[config.mk]
export PLATFORM = sky130hd
export DESIGN_NAME = qos_rr_aging_arbiter
export DESIGN_NICKNAME = d
export VERILOG_FILES = /design/src/rtl/qos_rr_aging_arbiter.sv
export SDC_FILE = /design/constraint.sdc
export NUM_CORES = 1
export LEC_CHECK = 0
export BUFFER_PORTS_ARGS = -buffer_cell sky130_fd_sc_hd__buf_2
export CAP_MARGIN = 30
export CORE_ASPECT_RATIO = 1.5
export CORE_MARGIN = 5
export CORE_UTILIZATION = 52
export DETAILED_ROUTE_END_ITERATION = 12
export HOLD_SLACK_MARGIN = 0.1
export PLACE_DENSITY = 0.73
export SLEW_MARGIN = 10
export SYNTH_ARGS = -nofsm -noshare
export SYNTH_HDL_FRONTEND = slang
export SYNTH_SLANG_ARGS = --single-unit
[constraint.sdc]
create_clock -name clk -period 4.8 [get_ports clk]
set_input_delay 0 -clock clk [delete_from_list [all_inputs] [get_ports clk]]
set_output_delay 0 -clock clk [all_outputs]
set_load 0.02 [all_outputs]
[src/rtl/qos_rr_aging_arbiter.sv]
// ---------------------------------------------------------------------------
// qos_rr_aging_arbiter
//
// Packet-level arbiter for STREAM_COUNT requesting streams. A decision is
// taken in IDLE. The winner keeps a registered one-hot grant until its packet
// ends, either on last&ready or because its request drops. Priority tiers, in
// order, are:
//   1. Starved ("aged") streams whose wait counter has reached AGE_LIMIT.
//   2. Requesting streams whose qos equals the maximum requesting qos.
// Ties inside the winning tier rotate round-robin, starting after the
// previous winner.
//
// Ports
//   clk          rising-edge clock
//   nrst         asynchronous active-low reset
//   en           permits new arbitration decisions (IDLE only)
//   req[N]       per-stream request, held for the whole packet
//   qos[N]       per-stream priority, larger = higher, sampled at decision
//   last[N]      per-stream final-beat marker
//   ready        downstream accepts the current beat
//   grant[N]     registered one-hot grant
//   grant_valid  OR of grant
//   grant_idx    index of the granted stream, held while grant_valid=0
// ---------------------------------------------------------------------------
module qos_rr_aging_arbiter #(
   parameter int STREAM_COUNT = 4,
   parameter int T_QOS__WIDTH = 4,
   parameter int AGE_LIMIT    = 8
) (
   input  logic                            clk,
   input  logic                            nrst,
   input  logic                            en,
   input  logic [STREAM_COUNT-1:0]         req,
   input  logic [T_QOS__WIDTH-1:0]         qos [STREAM_COUNT],
   input  logic [STREAM_COUNT-1:0]         last,
   input  logic                            ready,
   output logic [STREAM_COUNT-1:0]         grant,
   output logic                            grant_valid,
   output logic [$clog2(STREAM_COUNT)-1:0] grant_idx
);

   localparam int IDX_W = $clog2(STREAM_COUNT);
   // With aging disabled, a 1-bit counter is kept so the declaration stays
   // legal. It is never allowed to leave zero.
   localparam int AGE_W = (AGE_LIMIT > 0) ? $clog2(AGE_LIMIT + 1) : 1;

   typedef enum logic {
      IDLE   = 1'b0,
      LOCKED = 1'b1
   } state_t;

   state_t                  state_q, state_d;
   logic [STREAM_COUNT-1:0] grant_q, grant_d;
   logic [IDX_W-1:0]        idx_q, idx_d;
   logic [IDX_W-1:0]        rr_ptr_q, rr_ptr_d;
   logic [AGE_W-1:0]        age_q [STREAM_COUNT];
   logic [AGE_W-1:0]        age_d [STREAM_COUNT];

   logic [T_QOS__WIDTH-1:0] max_qos;
   logic [STREAM_COUNT-1:0] aged;
   logic [STREAM_COUNT-1:0] eligible;
   logic                    win_found;
   logic [IDX_W-1:0]        win_idx;
   logic                    issue;

   assign grant       = grant_q;
   assign grant_valid = |grant_q;
   assign grant_idx   = idx_q;

   // ------------------------------------------------------------------------
   // Winner selection (only consumed in IDLE)
   // ------------------------------------------------------------------------
   always_comb begin
      // NOTE: every variable written here gets a default first; a path that
      // leaves one unassigned would infer a latch.
      max_qos = '0;
      for (int i = 0; i < STREAM_COUNT; i++) begin
         if (req[i] && (qos[i] > max_qos)) begin
            max_qos = qos[i];
         end
      end
   end

   always_comb begin
      aged     = '0;
      eligible = '0;
      for (int i = 0; i < STREAM_COUNT; i++) begin
         aged[i] = (AGE_LIMIT > 0) && req[i] && (age_q[i] == AGE_W'(AGE_LIMIT));
      end
      // Starved streams pre-empt the qos tier entirely.
      for (int i = 0; i < STREAM_COUNT; i++) begin
         eligible[i] = (|aged) ? aged[i] : (req[i] && (qos[i] == max_qos));
      end
   end

   // Round-robin: the first eligible stream after rr_ptr, ascending with wrap.
   always_comb begin
      int cand;
      cand      = 0;
      win_found = 1'b0;
      win_idx   = '0;
      for (int off = 1; off <= STREAM_COUNT; off++) begin
         cand = int'(rr_ptr_q) + off;
         if (cand >= STREAM_COUNT) begin
            cand = cand - STREAM_COUNT;
         end
         if (!win_found && eligible[cand]) begin
            win_found = 1'b1;
            win_idx   = IDX_W'(cand);
         end
      end
   end

   // ------------------------------------------------------------------------
   // FSM next state and grant
   // ------------------------------------------------------------------------
   always_comb begin
      state_d  = state_q;
      grant_d  = grant_q;
      idx_d    = idx_q;
      rr_ptr_d = rr_ptr_q;
      issue    = 1'b0;
      case (state_q)
         IDLE: begin
            grant_d = '0;
            if (en && win_found) begin
               issue          = 1'b1;
               state_d        = LOCKED;
               grant_d[win_idx] = 1'b1;
               idx_d          = win_idx;
               rr_ptr_d       = win_idx;
            end
         end
         LOCKED: begin
            // A dropped request aborts the packet whatever ready/last say.
            // The release cycle never arbitrates, so grants are always
            // separated by at least one grant=0 cycle.
            if (!req[idx_q] || (ready && last[idx_q])) begin
               state_d = IDLE;
               grant_d = '0;
            end
         end
         default: begin
            state_d = IDLE;
            grant_d = '0;
         end
      endcase
   end

   // ------------------------------------------------------------------------
   // Per-stream wait counters
   // ------------------------------------------------------------------------
   always_comb begin
      for (int i = 0; i < STREAM_COUNT; i++) begin
         if (!req[i] || grant_q[i] || (issue && (win_idx == IDX_W'(i)))) begin
            age_d[i] = '0;
         end else if (age_q[i] < AGE_W'(AGE_LIMIT)) begin
            age_d[i] = age_q[i] + AGE_W'(1);
         end else begin
            age_d[i] = age_q[i];
         end
      end
   end

   // ------------------------------------------------------------------------
   // State registers
   // ------------------------------------------------------------------------
   always_ff @(posedge clk or negedge nrst) begin
      if (!nrst) begin
         state_q  <= IDLE;
         grant_q  <= '0;
         idx_q    <= '0;
         // Pointing at the last stream makes stream 0 win the first tie.
         rr_ptr_q <= IDX_W'(STREAM_COUNT - 1);
         // NOTE: the age array is a handful of flops feeding the priority
         // decision, not a RAM, so every entry must be reset.
         for (int i = 0; i < STREAM_COUNT; i++) begin
            age_q[i] <= '0;
         end
      end else begin
         // NOTE: non-blocking assignments here keep every register sampling
         // the pre-edge values computed by the combinational blocks.
         state_q  <= state_d;
         grant_q  <= grant_d;
         idx_q    <= idx_d;
         rr_ptr_q <= rr_ptr_d;
         for (int i = 0; i < STREAM_COUNT; i++) begin
            age_q[i] <= age_d[i];
         end
      end
   end

endmodule

# Word-level counts from Yosys, hierarchy flattened

Cells that the tools add are included.

Add/sub/neg operators: 12
$lt $le $gt $ge: 19
Equality and inequality tests: 12
Muxes and demuxes: 53
Bitwise gates (word level): 1
Reductions and logical operators: 47

Operators with widths:

| cell                                                         | number |
|---|---|
| less-than comparator 32 x 4 -> 1 bit (second input constant) | 4 |
| 2-to-1 mux 32 bit                                            | 4 |
| 2-to-1 mux 4 bit                                             | 14 |
| logical AND 1 bit                                            | 22 |
| 2-to-1 mux 1 bit                                             | 22 |
| adder 4 x 1 -> 4 bit (second input constant)                 | 4 |
| == test 4 bit                                                | 4 |
| == test 4 bit (second input constant)                        | 4 |
| less-than comparator 4 bit (second input constant)           | 4 |
| binary-select mux 1 bit (select 2 bit)                       | 6 |
| greater-than comparator 4 bit                                | 3 |
| subtractor 3 x 3 -> 4 bit (second input constant)            | 3 |
| greater-or-equal comparator 3 bit (second input constant)    | 3 |
| logical OR 1 bit                                             | 9 |
| zero test 1 bit                                              | 8 |
| 2-to-1 mux 2 bit                                             | 4 |
| case mux 4 bit (2 select lines)                              | 1 |
| nonzero test 2 bit                                           | 4 |
| OR reduction 4 bit                                           | 2 |
| adder 2 x 2 -> 3 bit (second input constant)                 | 2 |
| less-than comparator 2 x 3 -> 1 bit (second input constant)  | 2 |
| subtractor 4 x 3 -> 5 bit (second input constant)            | 1 |
| adder 2 x 3 -> 4 bit (second input constant)                 | 1 |
| == test 2 bit (second input constant)                        | 2 |
| other kinds (11)                                             | 11 |

Bits in registers: 25
Bits of input ports: 28
Output and inout port bits: 7
Word-level logic and storage cells: 152

# Logic depth before layout (Yosys ltp)

Gate-level depths: netlist of the first run.

Word-level depth: 34
Mapped depth: 26
Mapped depth without buffers: 23

# Worst setup path after synthesis of the first run

Ideal clock, no wire load.

Path type: input to register
Start point: in req[0]
End point: reg idx_q[0], in the netlist grant_idx[0]
Library setup time: 125 ps
Data arrival time: 5219 ps
Data required time: 4675 ps
Slack: -544 ps
Stages: 26
Buffers on the path: 3
Path through: buf_2 -> nand2_1 -> ha_1 -> nand4_2 -> nand3_1 -> a21oi_1 -> nor2_1 -> ha_1 -> nor2b_1 -> o211ai_2 -> a21oi_2 -> o31a_1 -> inv_1 -> ha_1 -> and4b_1 -> a211oi_2 -> or2_2 -> buf_4 -> mux2i_1 -> or3b_2 -> a222oi_1 -> a21oi_1 -> a32oi_1 -> nand3_1 -> buf_2 -> mux2_4

Word-level cells in the longest chain between the ends: 29
Elaborated cells on any way between the ends: 53
Those cells by class: order compare: 3; eq/ne: 4; mux: 28; reduce/logical: 18

Ends and longest elaborated chain:

| what                                 | line | text |
|---|---|---|
| start: declaration                   | 33   | `input logic [STREAM_COUNT-1:0] req,` |
| logical AND 1 bit                    | 78   | `if (req[i] && (qos[i] > max_qos)) begin` |
| 2-to-1 mux 4 bit                     | 78   |  |
| greater-than comparator 4 bit        | 78   |  |
| logical AND 1 bit                    | 78   |  |
| 2-to-1 mux 4 bit                     | 78   |  |
| greater-than comparator 4 bit        | 78   |  |
| logical AND 1 bit                    | 78   |  |
| 2-to-1 mux 4 bit                     | 78   |  |
| (+13 left out)                       | --   |  |
| zero test 1 bit                      | 107  | `if (!win_found && eligible[cand]) begin` |
| logical AND 1 bit                    | 107  |  |
| 2-to-1 mux 1 bit                     | 107  |  |
| zero test 1 bit                      | 107  |  |
| logical AND 1 bit                    | 107  |  |
| 2-to-1 mux 1 bit                     | 107  |  |
| logical AND 1 bit                    | 126  | `if (en && win_found) begin` |
| AND reduction 2 bit (no source line) | --   |  |
| end signal: assignment               | 185  | `idx_q <= idx_d;` |
| end: declaration                     | 54   | `logic [IDX_W-1:0] idx_q, idx_d;` |

Parallel ways exist; a longest one is shown, timed or not. The select of a mux whose other input is x is not followed.
A chain may end at the register's enable or synchronous reset.

# Worst setup path in the final report of the first run

Start point: in req[0]
End point: reg age_q[8] (netlist bit)

Word-level cells in the longest chain between the ends: 33
Elaborated cells on any way between the ends: 59
Those cells by class: order compare: 3; eq/ne: 5; mux: 31; reduce/logical: 20

Ends and longest elaborated chain:

| what                                                   | line | text |
|---|---|---|
| logical AND 1 bit                                      | 78   |  |
| 2-to-1 mux 4 bit                                       | 78   |  |
| greater-than comparator 4 bit                          | 78   |  |
| logical AND 1 bit                                      | 78   |  |
| 2-to-1 mux 4 bit                                       | 78   |  |
| greater-than comparator 4 bit                          | 78   |  |
| logical AND 1 bit                                      | 78   |  |
| 2-to-1 mux 4 bit                                       | 78   |  |
| (+17 left out)                                         | --   |  |
| logical AND 1 bit                                      | 107  |  |
| 2-to-1 mux 1 bit                                       | 107  |  |
| logical AND 1 bit                                      | 126  |  |
| 2-to-1 mux 1 bit                                       | 126  |  |
| 2-to-1 mux 1 bit                                       | 123  | `case (state_q)` |
| logical AND 1 bit (*)                                  | 155  | `if (!req[i] \|\| grant_q[i] \|\| (issue && (win_idx == IDX_W'(i)))) begin` |
| logical OR 1 bit (*)                                   | 155  |  |
| 2-to-1 mux 4 bit or nonzero test 2 bit (tied branches) | --   |  |
| end signal: indexed assignment                         | 188  | `age_q[i] <= age_d[i];` |
| end: declaration                                       | 56   | `logic [AGE_W-1:0] age_q [STREAM_COUNT];` |

Every way passes the cells marked *; elsewhere a longest branch is shown, timed or not. The select of a mux whose other input is x is not followed.

==> flow_metrics.py, run 1 <==
metrics = {
    "setup_path": {
        "critPathTopFamily": "compound AO/OA/AOI/OAI gates",
        "path_max_fanout": 7,
        "worstPathArrival_ps": 5310,
        "slowest_delay_ps": 370,
        "reg2reg_to": "grant[0]",
        "crit_path_start_kind": "input pin",
        "worstPathRequired_ps": 4990,
        "worstSetupPathType": "in2reg",
        "cp-startpoint": "req[0]",
        "r2r-start": "age_q[8]",
        "crit_path_frequent_cell": "ha_4",
        "worst-r2r-cell-count": 12,
        "r2r_slack_ps": 1350,
        "crit_buf_inv": 4,
        "cpMaxStageDelayCell": "o31a_1",
        "end_kind": "register",
    },
    "synthesis": {
        "synth_area_um2": 2500,
        "synth.distinct_cells": 71,
        "ys_top_cells_by_area": "dfrtp_1 (23%), ha_1 (10%), a21oi_1 (4.8%)",
        "yosys.area.top_type": "dfrtp_1",
        "synth_ff_type": "dfrtp_1",
        "yosys-top-cells-count": "nand2_1 (30), a21oi_1 (24), dfrtp_1 (23)",
        "ys_ff_latch": 25,
        "synth.most_common_cell": "nand2_1",
        "avgSynthCellArea_um2": 8.85,
        "syn_inst": 283,
        "synth_top_area_share_pct": 23.0,
        "yosysSeqAreaShare_pct": 25.1,
        "synth_edf_count": 0,
        "yosysWarnings": 0,
        "synth_fp_nets": 331,
        "async_reset_ff_share_pct": 100,
    },
    "timing": {
        "final_max_slew_viol_count": 0,
        "worst_slack_ps": -318,
        "relSlewSlack_pct": 23.0,
        "fin_skew_ps": 5.19,
        "setup_tns_ps": -5850,
        "setup_viol": 25,
        "hold_viol_final": 0,
        "finalCriticalPeriod_ps": 5120,
        "tightest_slew_ps": 1150,
        "fin_crit_sh_pct": 107,
        "fmax_mhz": 195,
        "rsz0062_at_grt": "true",
    },
    "layout": {
        "area_growth_pct": 58.2,
        "n_antenna_cell": 0,
        "drive_gt1_share_pct": 50.4,
        "fin_area_um2": 3960,
        "nNetsFinal": 448,
        "utilization_pct": 83.1,
        "fillers": 299,
    },
    "clock_network": {
        "clockRootBuffer": "clkbuf_8",
        "clk_pin_slew_ps": 90,
        "h-tree-depth": 1,
        "numCtsBuffers": 3,
        "cts_tree": "built",
        "clock_latency_ps": 270,
        "cts.sinks": 25,
        "clockBufferDepth": 2,
    },
    "global_routing": {
        "antenna_found_initial": 0,
        "grt-ovfl-total": 0,
        "track_usage_pct": 26.5,
        "grt_pass1_vias": 2795,
        "grt_max_degree": 26,
        "grt_pass1_wl_um": 13100,
    },
    "floorplan": {
        "io_pins": 35,
        "dieArea_um2": 6330,
        "start_util_pct": 52.5,
        "core_area_um2": 4770,
        "die_h_um": 95.0,
        "die_w_um": 66.7,
        "rows": 31,
    },
    "routing": {
        "wire_per_inst_um": 19.0,
        "vias_per_cell": 6.07,
        "wirelength_um": 8840,
        "drcViolationCount": 0,
        "drt_iter0_drc": 203,
        "drt_first_pass_iters": 4,
        "dr_total_vias": 2824,
        "ant_nets": 0,
    },
    "outcome": {
        "status": "complete, but fails checks",
        "violations": "negative setup slack",
    },
    "worst_hold_path": {
        "hold_end": "age_q[5]",
        "worstHoldPathType": "in2reg",
        "hold-path-cell-count": 3,
        "min-delay-start": "req[2]",
    },
    "place": {
        "dp_hpwl_um": 5730,
        "port_buffers": 34,
        "place_area_um2": 3260,
        "gp_congestion": 0.912,
    },
    "pwr": {
        "p_leak_nw": 1.78,
        "ir_drop_mv": 0.333,
        "power.density_nw_per_um2": 320,
    },
    "job": {
        "drv_cap": 0,
    },
}
-- through the flow --
step                instances  hold WS [ps]  setup WS, ps  power (mW)
finish                    465           192          -318        1.27
global placement          430          9.12          -518       0.906
floorplan                 283          -296          -218       0.725
detailed placement        430          15.8          -615       0.923
global route              465           201          -530        1.34
CTS                       449           108          -172        1.11
-- report_power, final --
part | switching (mW) | total, mW | internal, mW
Sequential | 0.0601 | 0.321 | 0.261
Combinational | 0.435 | 0.823 | 0.388
Clock | 0.0653 | 0.123 | 0.0580
-- worst register-to-register path, delay by kind of cell (launching register included) --
family	cells	cell delay [ps]
AOI/OAI and AO/OA	4	1070
and+or+nand+nor	6	1600
adders and majority gates	1	190
buffers and inverters	1	70
DFF	1	420
-- layout by cell type, fill, tap and decap left out, types with 4 or more instances in the layout --
cell      count
buf_2        32
dfrtp_1      23
a21oi_2      15
ha_1         13
nand4b_1      6
and3_1        5
a21oi_4       4
xnor2_1      12
buf_6         8
ha_4          7
inv_1        16
buf_4        75
o211ai_1      5
o21ai_0       7
nand2b_1      5
a21o_1        4
nand3_1       7
nand2_1      28
nor2b_1       4
a31oi_4       5
a31oi_1       5
nor2_1        6
a21oi_1       7
-- flip-flops by register name, indices dropped and copies added, names as in the netlist --
name / cells
state_q: 1
grant_idx: 2
grant: 4
age_q: 16
rr_ptr_q: 2
-- how the worst max path moves through the flow --
stage                   end  slack (ps)  cells after the start
2_1_floorplan  grant_idx[0]        -220                     26
3_3_place_gp       grant[1]        -520                     25
3_5_place_dp       grant[0]        -610                     25
4_1_cts            grant[0]        -170                     25
5_1_grt            age_q[8]        -530                     26
6_report           age_q[8]        -320                     26
-- metal layers --
layer	vias to the layer above	wire length, µm	GRT usage [%]
li1	1319	-	-
met1	1353	3160	28.6
met2	116	4900	50.7
met3	36	342	1.79
met4	0	432	12.4
met5	-	0	0
-- cell type report --
| cell class | count | area [µm²] | share of cell area (%) |
|---|---|---|---|
| multi-input combinational | 235 | 2280 | 57.6 |
| timing repair buffer | 118 | 858 | 21.7 |
| sequential | 25 | 628 | 15.9 |
| tap | 66 | 82.6 | 2.08 |
| inverter | 17 | 63.8 | 1.61 |
| clock buffer | 3 | 41.3 | 1.04 |
| clock inverter | 1 | 5.00 | 0.126 |
-- repair_timing --
item / CTS / global route
gates resized for setup: 28 / 42
endpoints found under the setup margin: 25 / 25
buffers inserted: 12 / 15
hold buffers: 1 / 0
gates cloned: 2 / 1
endpoints found under the hold margin: 25 / 0
pin swaps: 26 / 31
-- cells by family after synthesis --
group,synth area share [%]
compound gates,31.8
fa+ha+maj,9.99
flops,25.1
xor+xnor,4.90
simple gates,20.6
mux,3.15
buf+inv,4.50
(Power assumes the default switching activity.)
==> run 2: changes to the inputs <==
--- a/config.mk
+++ b/config.mk
@@ -8,8 +8,8 @@
 export BUFFER_PORTS_ARGS = -buffer_cell sky130_fd_sc_hd__buf_2
 export CAP_MARGIN = 30
 export CORE_ASPECT_RATIO = 1.5
-export CORE_MARGIN = 5
 export CORE_UTILIZATION = 52
+export CTS_CLUSTER_SIZE = 40
 export DETAILED_ROUTE_END_ITERATION = 12
 export HOLD_SLACK_MARGIN = 0.1
 export PLACE_DENSITY = 0.73
==> constraint.sdc (replaced) <==
create_clock -name clk -period 6.33 [get_ports clk]
set_input_delay 0 -clock clk [delete_from_list [all_inputs] [get_ports clk]]
set_output_delay 0 -clock clk [all_outputs]
set_load 0.02 [all_outputs]
==> run 2 against run 1 <==
- the flow now finishes without violations
- die area fell by 19%
- combinational power shrank 55%
- power shrank 45%
- register-to-register slack gained 1800 ps
- count of clock-buffer cells in the layout rose by 1
- first-iteration DRC count is 0.99% lower
- highest routed layer unchanged
==> flow_metrics.py, run 2 (same netlist as run 1, synthesis figures left out) <==
metrics = {
    "timing": {
        "tightest_slew_ps": 745,
        "worst_slack_ps": 524,
        "setup_tns_ps": 0,
        "final_max_slew_viol_count": 0,
        "finalCriticalPeriod_ps": 5810,
        "fin_crit_sh_pct": 91.7,
        "fmax_mhz": 172,
        "relSlewSlack_pct": 50.2,
        "rsz0062_at_grt": "false",
        "fin_skew_ps": 1.32,
        "setup_viol": 0,
        "hold_viol_final": 0,
    },
    "global_routing": {
        "antenna_found_initial": 0,
        "grt_util_met1_pct": 25.9,
        "grt_pass1_wl_um": 9950,
        "grt_pass1_vias": 2268,
        "grt_max_degree": 26,
        "track_usage_pct": 25.6,
        "grtUsageMet3_pct": 2.08,
        "gr-usage-met2_pct": 47.3,
        "busiest_layer": "met2",
        "grt-ovfl-total": 0,
    },
    "pwr": {
        "p_leak_nw": 1.29,
        "p_total_mw": 0.695,
        "power.density_nw_per_um2": 250,
        "ir_drop_mv": 0.187,
    },
    "setup_path": {
        "path_max_fanout": 12,
        "cpMaxStageDelayCell": "or3b_2",
        "worstSetupPathType": "in2reg",
        "crit_buf_inv": 2,
        "crit_path_start_kind": "input pin",
        "crit_path_frequent_cell": "ha_1",
        "path_cells": "buf_2 > nand2_1 > ha_1 > a21oi_2 > a41o_1 > nor2_1 > ha_1 > nand4_1 > nand2_1 > a21oi_2 > o31a_1 > inv_1 > ha_1 > and4b_1 > a211oi_2 > or2_2 > mux2i_1 > or3b_2 > a222oi_1 > a21oi_1 > a32oi_1 > nand3_1 > mux2_4",
        "end_kind": "register",
        "worstPathRequired_ps": 6490,
        "critPathTopFamily": "compound AO/OA/AOI/OAI gates",
        "slowest_delay_ps": 450,
        "worstPathArrival_ps": 5960,
    },
    "layout": {
        "stdcell_count": 378,
        "top_register": "age_q",
        "area_growth_pct": 10.9,
        "nNetsFinal": 363,
        "largest_register_ffs": 16,
        "layout_common_cells": "buf_2 (34), nand2_1 (30), a21oi_1 (23), dfrtp_1 (23), ha_1 (20)",
        "drive_gt1_share_pct": 20.4,
        "final_common_cell": "buf_2",
        "fillers": 433,
        "n_antenna_cell": 0,
    },
    "clock_network": {
        "cts.sinks": 25,
        "post_cts_buffers": 0,
        "h-tree-depth": 1,
        "clockRootBuffer": "clkbuf_8",
        "clockBufferDepth": 2,
        "cts_tree": "built",
        "clk_pin_slew_ps": 80,
        "clock_latency_ps": 260,
        "numCtsBuffers": 3,
    },
    "routing": {
        "drt_iter0_drc": 201,
        "ant_nets": 0,
        "drt_first_pass_iters": 4,
        "wire_per_inst_um": 16.3,
        "vias_per_cell": 6.14,
        "drcViolationCount": 0,
        "wirelength_um": 6180,
        "dr_total_vias": 2320,
    },
    "floorplan": {
        "io_pins": 35,
        "dieArea_um2": 5100,
        "die_h_um": 87.0,
        "rows": 30,
        "die_w_um": 58.7,
        "core_area_um2": 4580,
        "start_util_pct": 54.7,
    },
    "outcome": {
        "status": "completed",
    },
    "place": {
        "place_ws_ps": 74.6,
        "port_buffers": 34,
        "dp_hpwl_um": 4920,
        "placedCellCount": 373,
        "gp_congestion": 0.879,
    },
    "job": {
        "drv_cap": 0,
    },
    "worst_hold_path": {
        "worstHoldPathType": "in2reg",
    },
}
==> run 2: layout make-up <==
| cell class | instances | area [µm²] | area share (%) |
|---|---|---|---|
| clock buffer | 4 | 45.0 | 1.62 |
| tap | 64 | 80.1 | 2.88 |
| timing repair buffer | 36 | 188 | 6.76 |
| inverter | 17 | 63.8 | 2.30 |
| multi-input combinational | 232 | 1770 | 63.8 |
| sequential | 25 | 628 | 22.6 |
==> run 2: power by group <==
part	internal [mW]	total, mW	switching (mW)	leakage (nW)
sequential	0.198	0.236	0.0378	0.328
combinational	0.147	0.367	0.220	0.936
clock	0.0449	0.0929	0.0479	0.0228
total	0.390	0.695	0.306	1.29
==> run 2: worst paths after layout <==
kind / from / end / slack (ps) / depth (start not counted)
setup / recovery: req[0] / grant_idx[0] / 520 / 23
hold / removal: req[2] / age_q[5] / 120 / 3
setup reg to reg: age_q[8] / grant[0] / 3100 / 12
hold reg to reg: grant[1] / grant[1] / 560 / 1
max in group asynchronous: nrst / rr_ptr_q[1] / 5720 / 2
min in group asynchronous: nrst / age_q[5] / 240 / 2
==> run 2: worst min-delay path, delay by kind of cell <==
kind                   cells  cell delay [ps]
AO/OA/AOI/OAI              1               50
buffers and inverters      2              290
==> run 2: layer usage <==
layer  wire (µm)  share of wire [%]
met1        2410                 39
met2        3250                 53
met3         174                2.8
met4         332                5.4
met5           0                  0
==> run 2: repair_timing <==
| action | in CTS | in global routing |
|---|---|---|
| hold buffers | 1 | 0 |
| gates resized for setup | 0 | 2 |
| endpoints found under the hold margin | 25 | 0 |
| setup endpoints to repair | 0 | 22 |
==> run 2: through the flow <==
step	utilization, %	instance area (µm²)	hold slack (ps)
global placement	59.3	2710	18.2
floorplan	-	2500	-296
detailed placement	59.3	2710	13.4
CTS	60.5	2770	111
finish	60.7	2780	122
global route	60.7	2780	130
